--- config.mk ---
export PLATFORM = sky130hd
export DESIGN_NAME = ex_wb_writeback
export DESIGN_NICKNAME = d
export VERILOG_FILES = /design/src/rtl/ex_wb_writeback_pkg.sv /design/src/rtl/ex_wb_writeback_reg_file_8x.sv /design/src/rtl/ex_wb_writeback.sv
export SDC_FILE = /design/constraint.sdc
export NUM_CORES = 1
export LEC_CHECK = 0
export CAP_MARGIN = 10
export CORE_MARGIN = 2
export CORE_UTILIZATION = 32
export CTS_CLUSTER_DIAMETER = 80
export DETAILED_ROUTE_END_ITERATION = 16
export HOLD_SLACK_MARGIN = 0.02
export SLEW_MARGIN = 20
export SYNTH_ARGS = -nofsm -noshare
export SYNTH_HDL_FRONTEND = slang
export SYNTH_SLANG_ARGS = --single-unit
--- constraint.sdc ---
create_clock -name clk -period 2.1 [get_ports clk]
set_input_delay 0.42 -clock clk [delete_from_list [all_inputs] [get_ports clk]]
set_output_delay 0.42 -clock clk [all_outputs]
set_load 0.01 [all_outputs]
--- src/rtl/ex_wb_writeback_pkg.sv ---
// Shared constants for the EX/WB writeback slice. The forwarding and decode
// logic import the same register-address definitions.
package ex_wb_writeback_pkg;
  localparam int DEF_DATA_W   = 8;
  localparam int REG_ADDR_W   = 3;
  localparam int DEF_NUM_REGS = 8;

  typedef logic [REG_ADDR_W-1:0] reg_addr_t;

  localparam reg_addr_t R0_IDX = '0;

  // Control half of the EX/WB entry; the data word is sized by the instance.
  typedef struct packed {
    logic      wr;
    reg_addr_t rd;
  } wb_ctl_t;

  function automatic logic is_r0(input reg_addr_t a);
    return a == R0_IDX;
  endfunction
endpackage

--- src/rtl/ex_wb_writeback_reg_file_8x.sv ---
// Register file for the writeback slice: one write port and two combinational
// read ports. Each read port bypasses the in-flight write.
module reg_file_8x
  import ex_wb_writeback_pkg::*;
#(
  parameter int DATA_W   = DEF_DATA_W,
  parameter int NUM_REGS = DEF_NUM_REGS,
  parameter int ZERO_REG = 0
) (
  input  logic              clk,
  input  logic              reset_n,
  input  logic              we,
  input  reg_addr_t         waddr,
  input  logic [DATA_W-1:0] wdata,
  input  reg_addr_t         rs_addr,
  output logic [DATA_W-1:0] rs_data,
  input  reg_addr_t         rt_addr,
  output logic [DATA_W-1:0] rt_data
);
  localparam int NPORTS = 2;

  logic [NUM_REGS-1:0][DATA_W-1:0] mem;
  logic [NPORTS-1:0][REG_ADDR_W-1:0] raddr;
  logic [NPORTS-1:0][DATA_W-1:0] rdata;
  logic wr_en;

  assign wr_en = we & ~((ZERO_REG != 0) & is_r0(waddr));

  always_ff @(posedge clk or negedge reset_n) begin
    if (!reset_n) mem <= '0;
    else if (wr_en) mem[waddr] <= wdata;
  end

  assign raddr   = {rt_addr, rs_addr};
  assign rs_data = rdata[0];
  assign rt_data = rdata[1];

  // R0 masking wins over the bypass so a hardwired zero can never forward.
  generate
    for (genvar p = 0; p < NPORTS; p++) begin : g_rd
      assign rdata[p] = ((ZERO_REG != 0) && is_r0(raddr[p])) ? '0 :
                        (we && (raddr[p] == waddr))          ? wdata :
                                                               mem[raddr[p]];
    end
  endgenerate
endmodule

--- src/rtl/ex_wb_writeback.sv ---
// EX/WB pipeline register, retire counter and register-file write port; the
// ex_wb_* outputs feed the forwarding comparator and EX operand mux.
module ex_wb_writeback
  import ex_wb_writeback_pkg::*;
#(
  parameter int DATA_W   = DEF_DATA_W,
  parameter int NUM_REGS = DEF_NUM_REGS,
  parameter int ZERO_REG = 0,
  parameter int CNT_W    = 16
) (
  input  logic              clk,
  input  logic              reset_n,
  input  logic              ex_valid,
  input  logic              ex_reg_write,
  input  reg_addr_t         ex_rd,
  input  logic [DATA_W-1:0] ex_result,
  input  logic              stall,
  input  logic              flush,
  output logic              ex_wb_reg_write,
  output reg_addr_t         ex_wb_rd,
  output logic [DATA_W-1:0] ex_wb_data,
  input  reg_addr_t         rs_addr,
  output logic [DATA_W-1:0] rs_data,
  input  reg_addr_t         rt_addr,
  output logic [DATA_W-1:0] rt_data,
  output logic [CNT_W-1:0]  retire_count
);
  wb_ctl_t           wb_q;
  logic [DATA_W-1:0] wb_data_q;
  logic [CNT_W-1:0]  retire_q;
  logic              load_wr;

  assign load_wr = ex_valid & ex_reg_write & ~stall & ~flush &
                   ~((ZERO_REG != 0) & is_r0(ex_rd));

  // A bubble clears only the write flag; rd/data keep the last real entry.
  always_ff @(posedge clk or negedge reset_n) begin
    if (!reset_n) begin
      wb_q      <= '0;
      wb_data_q <= '0;
    end else begin
      wb_q.wr <= load_wr;
      if (load_wr) begin
        wb_q.rd   <= ex_rd;
        wb_data_q <= ex_result;
      end
    end
  end

  always_ff @(posedge clk or negedge reset_n) begin
    if (!reset_n) retire_q <= '0;
    else if (wb_q.wr && (retire_q != '1)) retire_q <= retire_q + 1'b1;
  end

  reg_file_8x #(
    .DATA_W   (DATA_W),
    .NUM_REGS (NUM_REGS),
    .ZERO_REG (ZERO_REG)
  ) u_rf (
    .clk     (clk),
    .reset_n (reset_n),
    .we      (wb_q.wr),
    .waddr   (wb_q.rd),
    .wdata   (wb_data_q),
    .rs_addr (rs_addr),
    .rs_data (rs_data),
    .rt_addr (rt_addr),
    .rt_data (rt_data)
  );

  assign ex_wb_reg_write = wb_q.wr;
  assign ex_wb_rd        = wb_q.rd;
  assign ex_wb_data      = wb_data_q;
  assign retire_count    = retire_q;
endmodule

# Word-level counts from Yosys, hierarchy flattened
# Cells that the tools add are included.
word_totals:
  out_inout_bits: 44
  regBits: 92
classes:
  order_cmp: 4
  n_eq_ne: 3
  bitwise: 5
  n_reduce_logical: 4
  muxes: 9
  addsub: 1
ops:
  columns: ["op", "count"]
  rows:
  - ["64-bit bitwise mux", 1]
  - ["8-bit binary-select mux with 3-bit select", 2]
  - ["8-bit two-way mux", 5]
  - ["8-bit demux with 3-bit select", 1]
  - ["16-bit by 1-bit adder with 16-bit output (second input constant)", 1]
  - ["16-bit inequality test (second input constant)", 1]
  - ["3-bit by 4-bit < comparator with 1-bit output (second input constant)", 3]
  - ["3-bit equality test", 2]
  - ["1-bit logical AND", 4]
  - ["1-bit AND", 3]
  - ["3-bit by 1-bit greater-or-equal comparator with 1-bit output (second input constant)", 1]
  - ["1-bit inverter", 2]

# Longest topological paths before layout
# Gate-level depths: netlist of the first run.
logic_depth:
  word_depth: 5
  depth_mapped: 7

# Cells and area by module
# A second synthesis of the first run with hierarchy kept.
hier_totals:
  hier_cells: 330
  hier_area_um2: 5004.8
by_module_without_submodules:
  columns: ["mod", "n_inst", "seq_area_each_um2", "cells_per_inst", "area_each_um2"]
  rows:
  - ["reg_file_8x", 1, 1601.5, 232, 3774.9]
  - ["ex_wb_writeback", 1, 700.7, 98, 1229.9]

# Least setup slack after synthesis of the first run
# No wires, ideal clock.
synth_timing:
  path_kind: "input to output"
  from: "in rs_addr[0]"
  to: "out rs_data[0]"
  cell_stages: 6
  n_path_buf: 3
  arrival_ns: 1.602
  slack_ns: 0.078
  path_cell_list: "buf_4 buf_4 xnor2_1 nand4_1 buf_4 a21oi_1"
synth_between:
  elab_chain_len: 3
  word_cells_on_any_way: 5
  cone_classes: "eq/ne: 1; mux: 3; reduce/logical: 1"
synth_rtl:
  columns: ["element", "line", "rtl"]
  rows:
  - ["start: declaration", "ex_wb_writeback.sv:22", "input reg_addr_t rs_addr,"]
  - ["8-bit binary-select mux with 3-bit select / 3-bit equality test (equally long branches)", "ex_wb_writeback_reg_file_8x.sv:43, ex_wb_writeback_reg_file_8x.sv:42", null]
  - ["8-bit two-way mux (implied by the code) / 1-bit logical AND (equally long branches)", "ex_wb_writeback_reg_file_8x.sv:43, ex_wb_writeback_reg_file_8x.sv:42", null]
  - ["8-bit two-way mux (*)", "ex_wb_writeback_reg_file_8x.sv:42", "(we && (raddr[p] == waddr)) ? wdata :"]
  - ["end: declaration", "ex_wb_writeback.sv:23", "output logic [DATA_W-1:0] rs_data,"]
# Every way passes the cells marked *; elsewhere a longest branch is shown, timed or not. The select of a mux whose other input is x is not followed.

# Worst setup path in the final report of the first run
layout_timing:
  from: "reg wb_q (netlist bit ex_wb_rd[2])"
  to: "out rs_data[5]"
layout_between:
  elab_chain_len: 3
layout_rtl:
  columns: ["element", "line", "rtl"]
  rows:
  - ["start: declaration", "ex_wb_writeback.sv:28", "wb_ctl_t wb_q;"]
  - ["3-bit equality test", "ex_wb_writeback_reg_file_8x.sv:42", null]
  - ["1-bit logical AND", "ex_wb_writeback_reg_file_8x.sv:42", null]
  - ["8-bit two-way mux", "ex_wb_writeback_reg_file_8x.sv:42", null]
# No other way between the ends.

==> run summary, run 1 <==
Max Slew Vio Count: 0
Layout Cells excl Fill: 637
Root Driver: clkbuf_16
Ports: 67
Post-DR wirelength/cell: 20.2 um
# DRC: 0
Post-synth ARST share: 1.00
Synth Area per Inst: 14.0 sq um
Power per cell area: 927 nW/um^2
Post-route ant nets: 0
CTS sink cnt: 92
Sw Pwr: 1.74 mW
Core region area: 15000 sq um
Post-Route Skew: 0.00402 ns
# fillers: 1385
Worst-Margin Slew: 0.593 ns
Vias/cell: 5.33
Worst R2R Path Depth: 5
Final setup violating endpoints: 7
DP HPWL: 9140 um
DR vias: 3395
First-pass GRT wire length: 20200 um
CTS tree: done
Post-Route Utilization: 0.437
Crit-path cells: xnor2_2, nand4_1, buf_6, buf_12, a21oi_2, buf_2
Status: finished with violations
Initial DRC Count: 184
Initial antenna violation count: 0
Layout area overhead: 35.4%
Post-synth EDFFs: 0
Max FO, Critical Path: 6
Largest net degree at the start of global routing: 42
Post-Place Cells: 618
Slowest CP cell: dfrtp_2
Port Buffer Count: 66
Slew headroom: 0.602
DRT Wirelength: 12800 um
GRT Residual Overflow: 0
Final min period: 2.17 ns
Hold buffer count at CTS: 0
Clock share of power: 0.283
CTS max path bufs: 2
Final TNS setup: -0.349 ns
N_diodes: 0
Critical Path RT: 1.68 ns
Die Area: 16200 sq um
CP endpoint kind: primary output
Initial core utilization: 0.323
Final WS setup: -0.0678 ns
Drt pass-1 iters: 4
Vias in the first global route: 3523
DIE HEIGHT: 127 um
Most used flip-flop cell after synthesis: dfrtp_1
Fmax: 0.461 GHz
Hold Crit Class: in -> async
Critical path class: reg -> out
Sequential cell area fraction in the yosys report: 0.474
Final count of hold timing violations: 0
Yosys warnings: 0
Hold slack final: 0.0548 ns
Lkg Pwr: 2.87 nW
Sequential Power Share: 0.423
Failing checks: negative setup slack
Max Cap Viol: 0
Startpoint types: register
Unrepaired setup endpoints after global routing: yes
Total global-route track usage: 0.167
Crit path arrival time: 1.75 ns
Final period util: 1.03
VDD IR-drop max: 0.000553 V
Clock-pin slew on the worst setup and hold paths: 0.06 ns
Final #Nets: 469
TritonCTS buffer count: 9
Cell area after layout: 6580 sq um
Commonest non-fill, non-tap cell in the layout: dfrtp_1
Netlist Area Pre-Place: 4860 sq um
Worst stage delay on the critical path: 0.44 ns
Commonest cells after routing, fill and taps aside: 88 x dfrtp_1, 77 x mux2_2, 43 x clkdlybuf4s50_1
Multi-input gate area: 2620 sq um
H-tree levels: 3
Cells after synthesis: 348
Internal power: 4.36 mW
Reg area: 2310 sq um
Die outline width: 127 um
Switching Share: 0.285
Unique masters post-synth: 34
#FFs+latches synth: 92
Syn nets: 372
Gate power share: 0.294
# rows: 45
Placer Congestion: 0.816
Placed cell areas: 6010 sq um
Share of cells above drive strength 1: 0.532
Clk Latency, worst-skew pair: 0.34 ns
cell type report:
class	count	share of cell area
clock buffer	11	0.0369
timing repair buffer	112	0.166
tap	188	0.0358
multi-input combinational	230	0.399
clock inverter	4	0.0112
sequential	92	0.351
critical path, delay by kind of cell (launching register included):
family	cells	cell delay, ns
AND/OR/NAND/NOR	1	0.19
XOR/XNOR	1	0.18
AO/OA/AOI/OAI	1	0.12
flip-flops	1	0.44
buffers and inverters	3	0.47
cell usage after synthesis, types with 6 or more instances:
master     n  area (sq um)
xnor2_1   12           105
clkbuf_1  10          37.5
mux2_2    77           867
buf_4      6          45.0
nand2_1    7          26.3
mux2i_1   16           160
dfrtp_1   92          2300
mux4_2    32           721
nand4_1    7          43.8
a21oi_1   17          85.1
nor2_1    20          75.1
buf_2     10          50.1
kinds of logic (layout without fill, tap and decap cells):
logic type | after synthesis | in the layout | synth area share
XOR/XNOR | 15 | 15 | 0.0270
AND/OR/NAND/NOR | 67 | 67 | 0.0829
buffers and inverters | 26 | 127 | 0.0273
AO/OA/AOI/OAI | 21 | 21 | 0.0232
flip-flops | 92 | 92 | 0.474
multiplexers | 126 | 126 | 0.363
adder cells (fa/ha/maj) | 1 | 1 | 0.00258
per-layer routing:
metal	GRT usage	wire length, um	share of wire	vias to the layer above
met5	0	0	0	-
met3	0.0448	708	0.055	13
met1	0.227	5800	0.45	1774
li1	-	-	-	1511
met4	0.0472	173	0.013	0
met2	0.266	6150	0.48	97
sequential cells by signal, indices dropped and copies added, names as in the netlist:
name             count
ex_wb_rd             3
ex_wb_reg_write      1
ex_wb_data           8
u_rf.mem            64
retire_count        16
what timing repair did:
| action | CTS | global route |
|---|---|---|
| pin swaps | 9 | 4 |
| setup buffers | 1 | 0 |
| resized for setup | 120 | 27 |
| endpoints found under the setup margin | 16 | 17 |
| cloned | 3 | 0 |
final timing paths:
kind | start | end | slack [ns]
worst max register to register | retire_count[0]$_DFFE_PN0P_ | retire_count[1]$_DFFE_PN0P_ | 0.18
worst min register to register | retire_count[4]$_DFFE_PN0P_ | retire_count[4]$_DFFE_PN0P_ | 0.51
max in group asynchronous | reset_n | ex_wb_rd[1]$_DFFE_PN0P_ | 1.41
min in group clk | retire_count[4]$_DFFE_PN0P_ | retire_count[4]$_DFFE_PN0P_ | 0.51
worst min-delay path | reset_n | u_rf.mem[62]$_DFFE_PN0P_ | 0.05
worst max-delay path | ex_wb_rd[2]$_DFFE_PN0P_ | rs_data[5] | -0.07
stage by stage:
step,power (mW),setup WS (ns)
5_1_grt,6.43,-0.147
3_5_place_dp,4.33,-0.782
6_report,6.10,-0.0678
4_1_cts,6.09,-0.0748
3_3_place_gp,4.26,-0.775
2_1_floorplan,3.51,0.0779
power by group through the flow:
stage	registers (mW)	logic, mW	clock network [mW]
2_1_floorplan	2.46	1.05	0
3_3_place_gp	2.54	1.71	0
3_5_place_dp	2.58	1.75	0
4_1_cts	2.57	1.74	1.78
5_1_grt	2.64	1.92	1.86
6_report	2.58	1.79	1.72
Power figures use the tool's default switching activity.
==> run 2, diff against run 1 <==
PLACE_DENSITY = 0.53   (was unset)
==> run 2 against run 1 <==
Against the previous run:
- the run still ends with negative setup slack left
- sequential power about the same
- highest routed layer unchanged
- via count down 1.4%
- cell count unchanged
- first-iteration DRC count down 35%
==> run summary, run 2 (synthesized netlist as in run 1, its figures left out) <==
Initial DRC Count: 119 (-35%)
Final count of hold timing violations: 0 (unchanged)
# rows: 45 (unchanged)
Post-DR wirelength/cell: 19.8 um (-1.7%)
Pre-CTS setup slack: -0.859 ns (-0.0774 ns)
Final period util: 1.00 (-0.0295)
CP endpoint kind: primary output
Share of cells above drive strength 1: 0.497 (-0.0356)
Worst-Margin Slew: 0.501 ns (-0.0918 ns)
Unrepaired setup endpoints after global routing: yes
TritonCTS buffer count: 9 (unchanged)
N_diodes: 0 (unchanged)
Critical path class: reg -> out
First-pass GRT wire length: 20400 um (+1.4%)
Slew headroom: 0.663 (+0.0617)
Largest net degree at the start of global routing: 55 (+31%)
Clk Latency, worst-skew pair: 0.35 ns (about the same)
Max Slew Vio Count: 0 (unchanged)
Commonest non-fill, non-tap cell in the layout: dfrtp_1
Commonest cells after routing, fill and taps aside: 89 x dfrtp_1, 77 x mux2_2, 43 x clkdlybuf4s50_1
Vias/cell: 5.25 (-1.4%)
VDD IR-drop max: 0.000648 V (+17%)
DIE HEIGHT: 127 um (unchanged)
Max Cap Viol: 0 (unchanged)
Port Buffer Count: 66 (unchanged)
CTS max path bufs: 2 (unchanged)
Fmax: 0.475 GHz (+2.9%)
GRT Residual Overflow: 0 (unchanged)
Largest register FFs: 64 (unchanged)
Max FO, Critical Path: 4 (-2)
Final min period: 2.11 ns (-0.0619 ns)
Core region area: 15000 sq um (unchanged)
Final TNS setup: -0.00759 ns (+0.341 ns)
H-tree levels: 3 (unchanged)
Failing checks: negative setup slack
Startpoint types: register
Power per cell area: 899 nW/um^2 (-3.0%)
Hold Crit Class: in -> async
Drt pass-1 iters: 4 (unchanged)
Root Driver: clkbuf_16
Total power: 5.80 mW (-4.9%)
Hold slack final: 0.484 ns (+0.429 ns)
Crit path arrival time: 1.69 ns (-0.06 ns)
Placer Congestion: 0.794 (-2.7%)
Status: finished with violations
Critical Path RT: 1.68 ns (about the same)
Ports: 67 (unchanged)
CTS tree: done
Total global-route track usage: 0.169 (+0.00152)
Biggest register: u_rf.mem
Initial antenna violation count: 0 (unchanged)
Die outline width: 127 um (unchanged)
Final WS setup: -0.00586 ns (+0.0619 ns)
Post-route ant nets: 0 (unchanged)
Final setup violating endpoints: 2 (-5)
Vias in the first global route: 3544 (+0.60%)
Die Area: 16200 sq um (unchanged)
Lkg Pwr: 2.85 nW (-0.61%)
Clock-pin slew on the worst setup and hold paths: 0.06 ns (about the same)
DR vias: 3346 (-1.4%)
DP HPWL: 8450 um (-7.6%)
DRT Wirelength: 12600 um (-1.7%)
# DRC: 0 (unchanged)
Layout area overhead: 32.8%
Final #Nets: 468 (-0.21%)
CTS sink cnt: 92 (unchanged)
Post-Route Skew: 0.00783 ns (+0.00381 ns)
Post-Route Utilization: 0.429 (-0.00841)
Initial core utilization: 0.323 (unchanged)
[run 2: cell types whose count changed in the layout (fill, tap and decap cells not counted), moves of 4 or more]
cell     change
a21oi_1      +6
a21oi_2      -4
buf_6        -4
mux2i_1      +4
mux2i_2      -4
nor2_1       +4
nor2_4       -5
[run 2: power by group]
part | internal, mW | switching, mW | total [mW]
sequential | 2.18 | 0.400 | 2.58
combinational | 1.07 | 0.613 | 1.68
clock | 0.832 | 0.702 | 1.53
[run 2: per-stage QoR]
step           area, sq um  cells
2_1_floorplan         4860    348
3_3_place_gp          5970    612
3_5_place_dp          5970    612
4_1_cts               6380    635
5_1_grt               6450    637
6_report              6450    637
[run 2: layout make-up]
cell class              instances  area [sq um]
fillers                      1387          8580
multi-input cells             230          2540
flip-flops and latches         92          2310
repair buffers                111          1090
clock buffers                  10           239
well taps                     188           235
clock inverters                 6          40.0
[run 2: final timing paths]
path | start | endpoint | slack [ns] | depth (start not counted)
min in group clk | retire_count[4]$_DFFE_PN0P_ | retire_count[4]$_DFFE_PN0P_ | 0.52 | 1
worst max register to register | ex_wb_rd[0]$_DFFE_PN0P_ | u_rf.mem[2]$_DFFE_PN0P_ | 0.23 | 6
worst max-delay path | ex_wb_rd[0]$_DFFE_PN0P_ | rs_data[2] | -0.006 | 5
worst min register to register | retire_count[4]$_DFFE_PN0P_ | retire_count[4]$_DFFE_PN0P_ | 0.52 | 1
max in group asynchronous | reset_n | ex_wb_rd[0]$_DFFE_PN0P_ | 1.02 | 3
worst min-delay path | reset_n | retire_count[7]$_DFFE_PN0P_ | 0.48 | 2
[run 2: worst max-delay path, stage by stage, from the launching register on]
cell,delay (ns)
dfrtp_2,0.45
xnor2_1,0.18
nand4_1,0.19
buf_4,0.21
a21oi_1,0.15
buf_2,0.15
[run 2: repair_timing]
action,CTS,global route
setup endpoints to repair,16,16
buffers inserted,4,2
endpoints found under the hold margin,16,0
cloned,4,0
resized for setup,109,11
pin swaps,9,3
hold buffers,1,0
[run 2: per-layer routing]
| layer | global-route usage | part of all wire | up-vias |
|---|---|---|---|
| met2 | 0.275 | 0.49 | 85 |
| met5 | 0 | 0 | - |
| met3 | 0.0444 | 0.046 | 7 |
| li1 | - | - | 1497 |
| met1 | 0.229 | 0.46 | 1757 |
| met4 | 0.0368 | 0.0078 | 0 |
==> run 3, diff against run 2 <==
CORE_UTILIZATION = 34   (was 32)
PLACE_DENSITY = 0.56   (was 0.53)
==> run 3 against run 2 <==
Against the previous run:
- the flow still finishes with violations (negative setup slack)
- design area is 3.5% higher
- sequential cell count did not move
- non-clock buffer count increased by 9
- clock power rose by 11%
- register-to-register slack hardly changed
- via count is 0.63% higher
- critical path type is now in -> out
- critical endpoint is now rs_data[3]
- largest power group unchanged
- highest routed layer unchanged
==> run summary, run 3 (synthesized netlist as in run 1, its figures left out) <==
Grt met2 use: 0.274 (-0.000471)
N_diodes: 0 (unchanged)
Final setup violating endpoints: 4 (+2)
Post-DR wirelength/cell: 20.0 um (+1.1%)
Vias/cell: 5.29 (+0.63%)
Hold Crit Class: reg -> reg
M1 GR Usage: 0.256 (+0.0269)
Unrepaired setup endpoints after global routing: yes
Crit path arrival time: 1.72 ns (+0.03 ns)
Port Buffer Count: 66 (unchanged)
Hold EP: retire_count[0]$_DFFE_PN0P_
# DRC: 0 (unchanged)
First-pass GRT wire length: 19700 um (-3.6%)
Critical Path RT: 1.68 ns (about the same)
Largest register FFs: 64 (unchanged)
Startpoint types: primary input
Die outline width: 124 um (-2.9%)
Initial antenna violation count: 0 (unchanged)
H-tree levels: 3 (unchanged)
Layout Cells excl Fill: 637 (unchanged)
DR vias: 3367 (+0.63%)
Post-Place Cells: 608 (-0.65%)
Post-Route Skew: 0.00488 ns (-0.00295 ns)
Final count of hold timing violations: 0 (unchanged)
Max FO, Critical Path: 5 (+1)
Reg-to-Reg Start: ex_wb_reg_write$_DFF_PN0_
Lkg Pwr: 2.91 nW (+2.2%)
Slowest CP cell: mux4_2
Final period util: 1.02 (+0.0139)
CTS tree: done
Max Slew Vio Count: 0 (unchanged)
Failing checks: negative setup slack
Biggest register: u_rf.mem
Slew headroom: 0.698 (+0.0345)
Flop2flop setup slack: 0.24 ns (about the same)
Total global-route track usage: 0.179 (+0.0105)
CTS max path bufs: 2 (unchanged)
Clock-pin slew on the worst setup and hold paths: 0.06 ns (about the same)
Cell area after layout: 6670 sq um (+3.5%)
Post-route ant nets: 0 (unchanged)
VDD IR-drop max: 0.000377 V (-42%)
# rows: 43 (-4.4%)
Commonest non-fill, non-tap cell in the layout: dfrtp_1
Status: finished with violations
Fmax: 0.468 GHz (-1.4%)
Max Cap Viol: 0 (unchanged)
Power per cell area: 912 nW/um^2 (+1.5%)
Clk Latency, worst-skew pair: 0.34 ns (about the same)
Met3 Track Usage GR: 0.0406 (-0.00380)
TritonCTS buffer count: 9 (unchanged)
Drt pass-1 iters: 4 (unchanged)
CP endpoint kind: primary output
Core region area: 13900 sq um (-7.3%)
Commonest cells after routing, fill and taps aside: 87 x dfrtp_1, 77 x mux2_2, 43 x clkdlybuf4s50_1
DIE HEIGHT: 124 um (-2.9%)
Share of cells above drive strength 1: 0.532 (+0.0351)
Worst stage delay on the critical path: 0.48 ns (+0.03 ns)
Reg area: 2310 sq um (+0.11%)
CTS sink cnt: 92 (unchanged)
DP HPWL: 8400 um (-0.50%)
Worst R2R Path Depth: 5 (-1)
GRT Residual Overflow: 0 (unchanged)
Root Driver: clkbuf_16
Worst-Margin Slew: 0.450 ns (-0.0514 ns)
Final #Nets: 477 (+1.9%)
Placer Congestion: 0.772 (-2.8%)
Post-Route Utilization: 0.479 (+0.0499)
Ports: 67 (unchanged)
Final min period: 2.14 ns (+0.0292 ns)
Layout area overhead: 37.4%
Reg2reg end: retire_count[15]$_DFFE_PN0P_
Worst hold start: retire_count[0]$_DFFE_PN0P_
GRT Max-Usage Layer: met2
Critical path class: in -> out
Multi-input gate area: 2610 sq um (+3.1%)
Final WS setup: -0.0351 ns (-0.0292 ns)
Initial DRC Count: 189 (+59%)
Die Area: 15300 sq um (-5.7%)
# fillers: 1245 (-10%)
Initial core utilization: 0.349 (+0.0255)
Hold depth: 1
Placed cell areas: 5990 sq um (+0.34%)
Largest net degree at the start of global routing: 38 (-31%)
DRT Wirelength: 12800 um (+1.1%)
Crit-path cells: buf_6, buf_16, buf_4, mux4_2, mux2i_1, a21oi_4, buf_2
Vias in the first global route: 3459 (-2.4%)
[run 3: cell count changes in the layout (fill, tap and decap cells not counted), sizes merged]
cell and change:
buf +10, clkinv -3, bufinv +2, clkdlybuf4s15 -2, clkbuf +1
[run 3: worst max-delay path: cells and delay by family]
kind            cells  cell delay [ns]
compound gates      1             0.08
mux                 2             0.72
buf+inv             4             0.49
[run 3: metrics by stage]
stage	hold WS (ns)	setup WS, ns	total power, mW	TNS [ns]
2_1_floorplan	0.124	0.0779	3.51	0
5_1_grt	0.528	-0.0779	6.41	-0.691
3_5_place_dp	0.376	-0.785	4.29	-11.62
3_3_place_gp	0.376	-0.764	4.25	-11.44
6_report	0.516	-0.0351	6.09	-0.0519
4_1_cts	0.512	-0.0647	6.04	-0.0872
[run 3: worst max-delay path by stage]
stage	to	depth (start not counted)	from	slack [ns]
final	rs_data[3]	7	rs_addr[0]	-0.04
after global routing	rs_data[3]	5	ex_wb_rd[2]$_DFFE_PN0P_	-0.08
after CTS	rt_data[2]	5	ex_wb_rd[1]$_DFFE_PN0P_	-0.06
after detailed placement	rs_data[2]	7	rs_addr[0]	-0.78
after global placement	rs_data[2]	6	rs_addr[0]	-0.76
after floorplan	rs_data[0]	6	rs_addr[0]	0.08
[run 3: final cells by class]
class / instances / area share
multi-input cells: 230 / 0.392
flip-flops and latches: 92 / 0.346
repair buffers: 120 / 0.183
clock buffers: 10 / 0.0343
well taps: 180 / 0.0338
clock inverters: 5 / 0.0116
[run 3: layer usage]
metal	part of all wire	up-vias
li1	-	1522
met1	0.46	1762
met2	0.47	72
met3	0.052	11
met4	0.010	0
met5	0	-
[run 3: timing repair]
| action | 4_1_cts | 5_1_grt |
|---|---|---|
| endpoints found under the setup margin | 16 | 16 |
| pin swaps | 13 | 8 |
| endpoints found under the hold margin | 25 | 0 |
| buffers inserted | 10 | 0 |
| resized for setup | 111 | 41 |
| gates cloned | 4 | 0 |
| hold buffers | 1 | 0 |
[run 3: power by group]
part | switching, mW | internal, mW | total (mW)
Sequential | 0.393 | 2.18 | 2.58
Combinational | 0.667 | 1.14 | 1.81
Clock | 0.668 | 1.03 | 1.70
==> RTL edit 1 (flow settings as in run 1) <==
Put one more register stage on the output `retire_count`, with the module's reset. The value now appears one clock later. The other outputs are not delayed to match.
--- a/src/rtl/ex_wb_writeback.sv
+++ b/src/rtl/ex_wb_writeback.sv
@@ -73,3 +73,9 @@
   assign ex_wb_data      = wb_data_q;
-  assign retire_count    = retire_q;
+  always_ff @(posedge clk or negedge reset_n) begin
+    if (!reset_n) begin
+      retire_count <= '0;
+    end else begin
+      retire_count <= retire_q;
+    end
+  end
 endmodule
Formal check against the unedited RTL: not equivalent (a bounded check fails within 4 cycles, from zero or initial values and one cycle with reset_n low).
==> RTL edit 1 against run 1 <==
  * The run still ends with setup timing left
  * Sequential cell count grew 16
  * Setup slack improved by 0.0098 ns
  * Design area increased by 8.3%
  * Count of clock-buffer cells in the layout up 3
  * Synthesized area increased by 9.3%
  * Wire length rose by 5.2%
  * Total power up 5.2%
  * Critical endpoint unchanged
==> RTL edit 1: results (changes against run 1) <==
status: finished, violations left
xor-xnor portion of the synthesized cell area: 2.969% (+0.26 points)
LEAKAGE: 3.095 nW (+7.8%)
die footprint: 0.01764 sq mm (+9.0%)
switch share: 28.65% (+0.11 points)
setup violators final: 4 (-3)
clock-cell share of area: 3.920% (-0.89 points)
multi-input gates: 247 (+7.4%)
Clock buffer cells: 14 (+3)
DP Cell Count: 688 (+11%)
inverter count: 2 (+2)
register area share after synthesis: 50.90% (+3.5 points)
layout cells sized above 1: 46.23% (-7.0 points)
PnR worst setup slack: -0.05798 ns (+0.009816 ns)
Setup Skew: 0.006363 ns (+0.002344 ns)
first-pass GRT wire length: 21920 microns (+8.7%)
worst slew pin tran: 0.6780 ns (+0.08486 ns)
largest cells by area after synthesis: dfrtp_1, mux2_2, mux4_2
WL per Instance: 19.00 microns (-5.8%)
Signal buffers: 118 (+5.4%)
pin count of the biggest net entering global routing: 47 (+12%)
sequential cells: 108 (+17%)
DRT iter0 DRCs: 175 (-4.9%)
FF+latch area: 0.002705 sq mm (+17%)
gpl congestion: 0.8015 (-1.8%)
failing checks: setup timing
Final nets: 510 (+8.7%)
synthesized instance count: 384 (+10%)
All-Layer GR Usage: 16.35% (-0.38 points)
number of global-route vias before repair: 3922 (+11%)
[RTL edit 1: cell types whose count changed in the layout (fill, tap and decap cells not counted), sizes merged, moves of 4 or more]
cell / change
buf: +5
xor2: +6
and3: -4
mux2i: -15
nand2b: +15
nand3: +6
a21oi: -15
dfrtp: +16
clkbuf: +4
a31oi: +16
nand2: +14
[RTL edit 1: what timing repair did]
item	CTS	global route
buffers inserted	7	1
resized for setup	100	40
pin swaps	8	5
setup endpoints to repair	16	15
hold buffers	0	0
gates cloned	1	0
[RTL edit 1: worst paths after layout]
| path | depth (start not counted) | startpoint | slack [ns] | to |
|---|---|---|---|---|
| min reg2reg | 0 | retire_q[15] | 0.45 | retire_count[15] |
| min | 1 | reset_n | 0.03 | u_rf.mem[31] |
| max | 6 | ex_wb_rd[1] | -0.06 | rs_data[5] |
| max reg2reg | 6 | retire_q[0] | 0.17 | retire_q[14] |
| max in group asynchronous | 2 | reset_n | 1.45 | ex_wb_rd[1] |
| min in group clk | 0 | retire_q[15] | 0.45 | retire_count[15] |
[RTL edit 1: power groups by stage]
stage          Clock (mW)  Sequential (mW)  Combinational [mW]
4_1_cts              1.68             2.91                1.73
3_3_place_gp            0             2.92                1.74
3_5_place_dp            0             2.95                1.77
6_report             1.64             2.94                1.84
5_1_grt              1.78             2.99                1.98
2_1_floorplan           0             2.83                1.05
[RTL edit 1: worst max-delay path: cells and delay by family, from the launching register on]
family          cells  cell delay, ns
flops               1            0.45
compound gates      1            0.12
xor+xnor            1            0.17
simple gates        1            0.17
buf+inv             3            0.48
[RTL edit 1: routing by layer]
metal	track usage [%]	up-vias	share of wire, %
met5	0	-	0
met4	3.345	0	0.98
met3	5.479	14	6.1
met2	26.45	108	49
met1	21.54	1907	44
li1	-	1628	-
==> RTL edit 2 (config.mk and constraints of run 1) <==
Made on the original files. Change the parameter `CNT_W` from 16 to 20.
--- a/src/rtl/ex_wb_writeback.sv
+++ b/src/rtl/ex_wb_writeback.sv
@@ -8,3 +8,3 @@
   parameter int ZERO_REG = 0,
-  parameter int CNT_W    = 16
+  parameter int CNT_W    = 20
 ) (
Interface: changed (resized retire_count); port bits go from 67 to 71. The function was not compared with the original's and may differ.
==> RTL edit 2 against run 1 <==
  * The run still ends with setup timing left
  * Synthesized area is 4.7% higher
  * Wire length increased by 8.3%
  * Setup slack gained 0.016 ns
  * Synthesized cell count is 6.0% higher
  * Total power rose by 1.6%
  * Combinational power up 3%
  * Final cell count increased by 9.7%
  * Register-to-register slack better by 0.06 ns
  * Design area up 6.6%
  * Via count up 6.7%
  * Sequential cell count up 4
  * Die area up 4.6%
  * Non-clock buffer count grew 11
  * Highest routed layer unchanged
==> RTL edit 2: results (changes against run 1) <==
status: finished, violations left
failing checks: setup timing
met2 WL: 7063 microns (+15%)
met3 WL: 803 microns (+13%)
Setup Skew: 0.005159 ns (+0.001140 ns)
Yosys cell types: 31 (-8.8%)
DRT iter0 DRCs: 128 (-30%)
M1 WL: 5857 microns (+0.91%)
DR vias/cell: 5.185 (-2.7%)
setup TNS: -0.2649 ns (+0.08387 ns)
setup violators final: 10 (+3)
WL per Instance: 19.90 microns (-1.3%)
switch share: 30.09% (+1.5 points)
Final Instance Count excl. Fillers: 699 (+9.7%)
peak fanout along the critical path: 8 (+2)
seq pwr: 2.68 mW (+4%)
Worst EP arrival: 1.73 ns (-0.02 ns)
met2 Use GR: 29.90% (+3.3 points)
Reg2Reg Setup Slack: 0.24 ns (+0.06 ns)
WHS: 0.02840 ns (-0.02635 ns)
worst slack, placed: -0.8218 ns (-0.04005 ns)
VDD IR max: 0.7070 mV (+28%)
number of global-route vias before repair: 3779 (+7.3%)
fill count: 1404 (+1.4%)
Final nets: 502 (+7.0%)
syn_nets: 393 (+5.6%)
router iterations before antenna repair: 4 (unchanged)
pin count of the biggest net entering global routing: 37 (-12%)
Reg power frac: 43.3% (+1.0 points)
Largest stage delay, worst path: 0.46 ns (+0.02 ns)
top cells by count, synth: dfrtp_1, mux2_2, mux4_2, nor2_1, a21oi_1
DP HPWL: 9513 microns (+4.1%)
synthesized instance count: 369 (+6.0%)
met3 Use GR: 5.125% (+0.64 points)
register area share after synthesis: 47.23% (-0.17 points)
layout cells sized above 1: 51.35% (-1.9 points)
grt met1 use: 21.92% (-0.80 points)
PnR worst setup slack: -0.05195 ns (+0.01584 ns)
first-pass GRT wire length: 21920 microns (+8.7%)
Comb. pwr: 1.85 mW (+3%)
Buffers on Ports: 70 (+6.1%)
gpl congestion: 0.8328 (+2.0%)
RTL edit 2: changes by cell type after synthesis, moves of 3 or more:
| cell | delta |
|---|---|
| and3_1 | -5 |
| xor2_1 | +12 |
| o21a_1 | -3 |
| nor2_1 | +3 |
| nor3_1 | +5 |
| a21oi_1 | +5 |
| dfrtp_1 | +4 |
| nand4_1 | +4 |
| xnor2_1 | -4 |
RTL edit 2: critical path: cells and delay by family, from the launching register on:
kind / cells / cell delay [ns]
AND/OR/NAND/NOR: 1 / 0.16
buffers and inverters: 3 / 0.47
flip-flops: 1 / 0.46
XOR/XNOR: 1 / 0.16
AO/OA/AOI/OAI: 1 / 0.12
RTL edit 2: cell type report:
class	instances	area, sq um	share of cell area, %
clock inverters	6	67.56	0.9638
flip-flops and latches	96	2406	34.32
inverters	1	3.754	0.05354
repair buffers	123	1257	17.94
clock buffers	10	229.0	3.266
multi-input cells	247	2776	39.60
well taps	216	270.3	3.855
RTL edit 2: worst paths after layout:
path | start | to | cells after the start
worst min-delay path | reset_n | retire_count[7] | 1
max in group asynchronous | reset_n | u_rf.mem[21] | 2
worst min register to register | retire_count[19] | retire_count[19] | 1
worst max-delay path | ex_wb_rd[0] | rs_data[3] | 6
worst max register to register | retire_count[1] | retire_count[9] | 5
min in group clk | retire_count[19] | retire_count[19] | 1
RTL edit 2: cells by family after synthesis:
| kind of cell | synth area share (%) |
|---|---|
| flops | 47.23 |
| xor+xnor | 3.961 |
| fa+ha+maj | 0.2460 |
| buf+inv | 2.780 |
| compound gates | 2.362 |
| mux | 34.15 |
| simple gates | 9.274 |
RTL edit 2: what timing repair did:
| action | 4_1_cts | 5_1_grt |
|---|---|---|
| endpoints found under the setup margin | 16 | 18 |
| pin swaps | 11 | 5 |
| resized for setup | 126 | 30 |
| cloned | 2 | 0 |
| setup buffers | 8 | 1 |
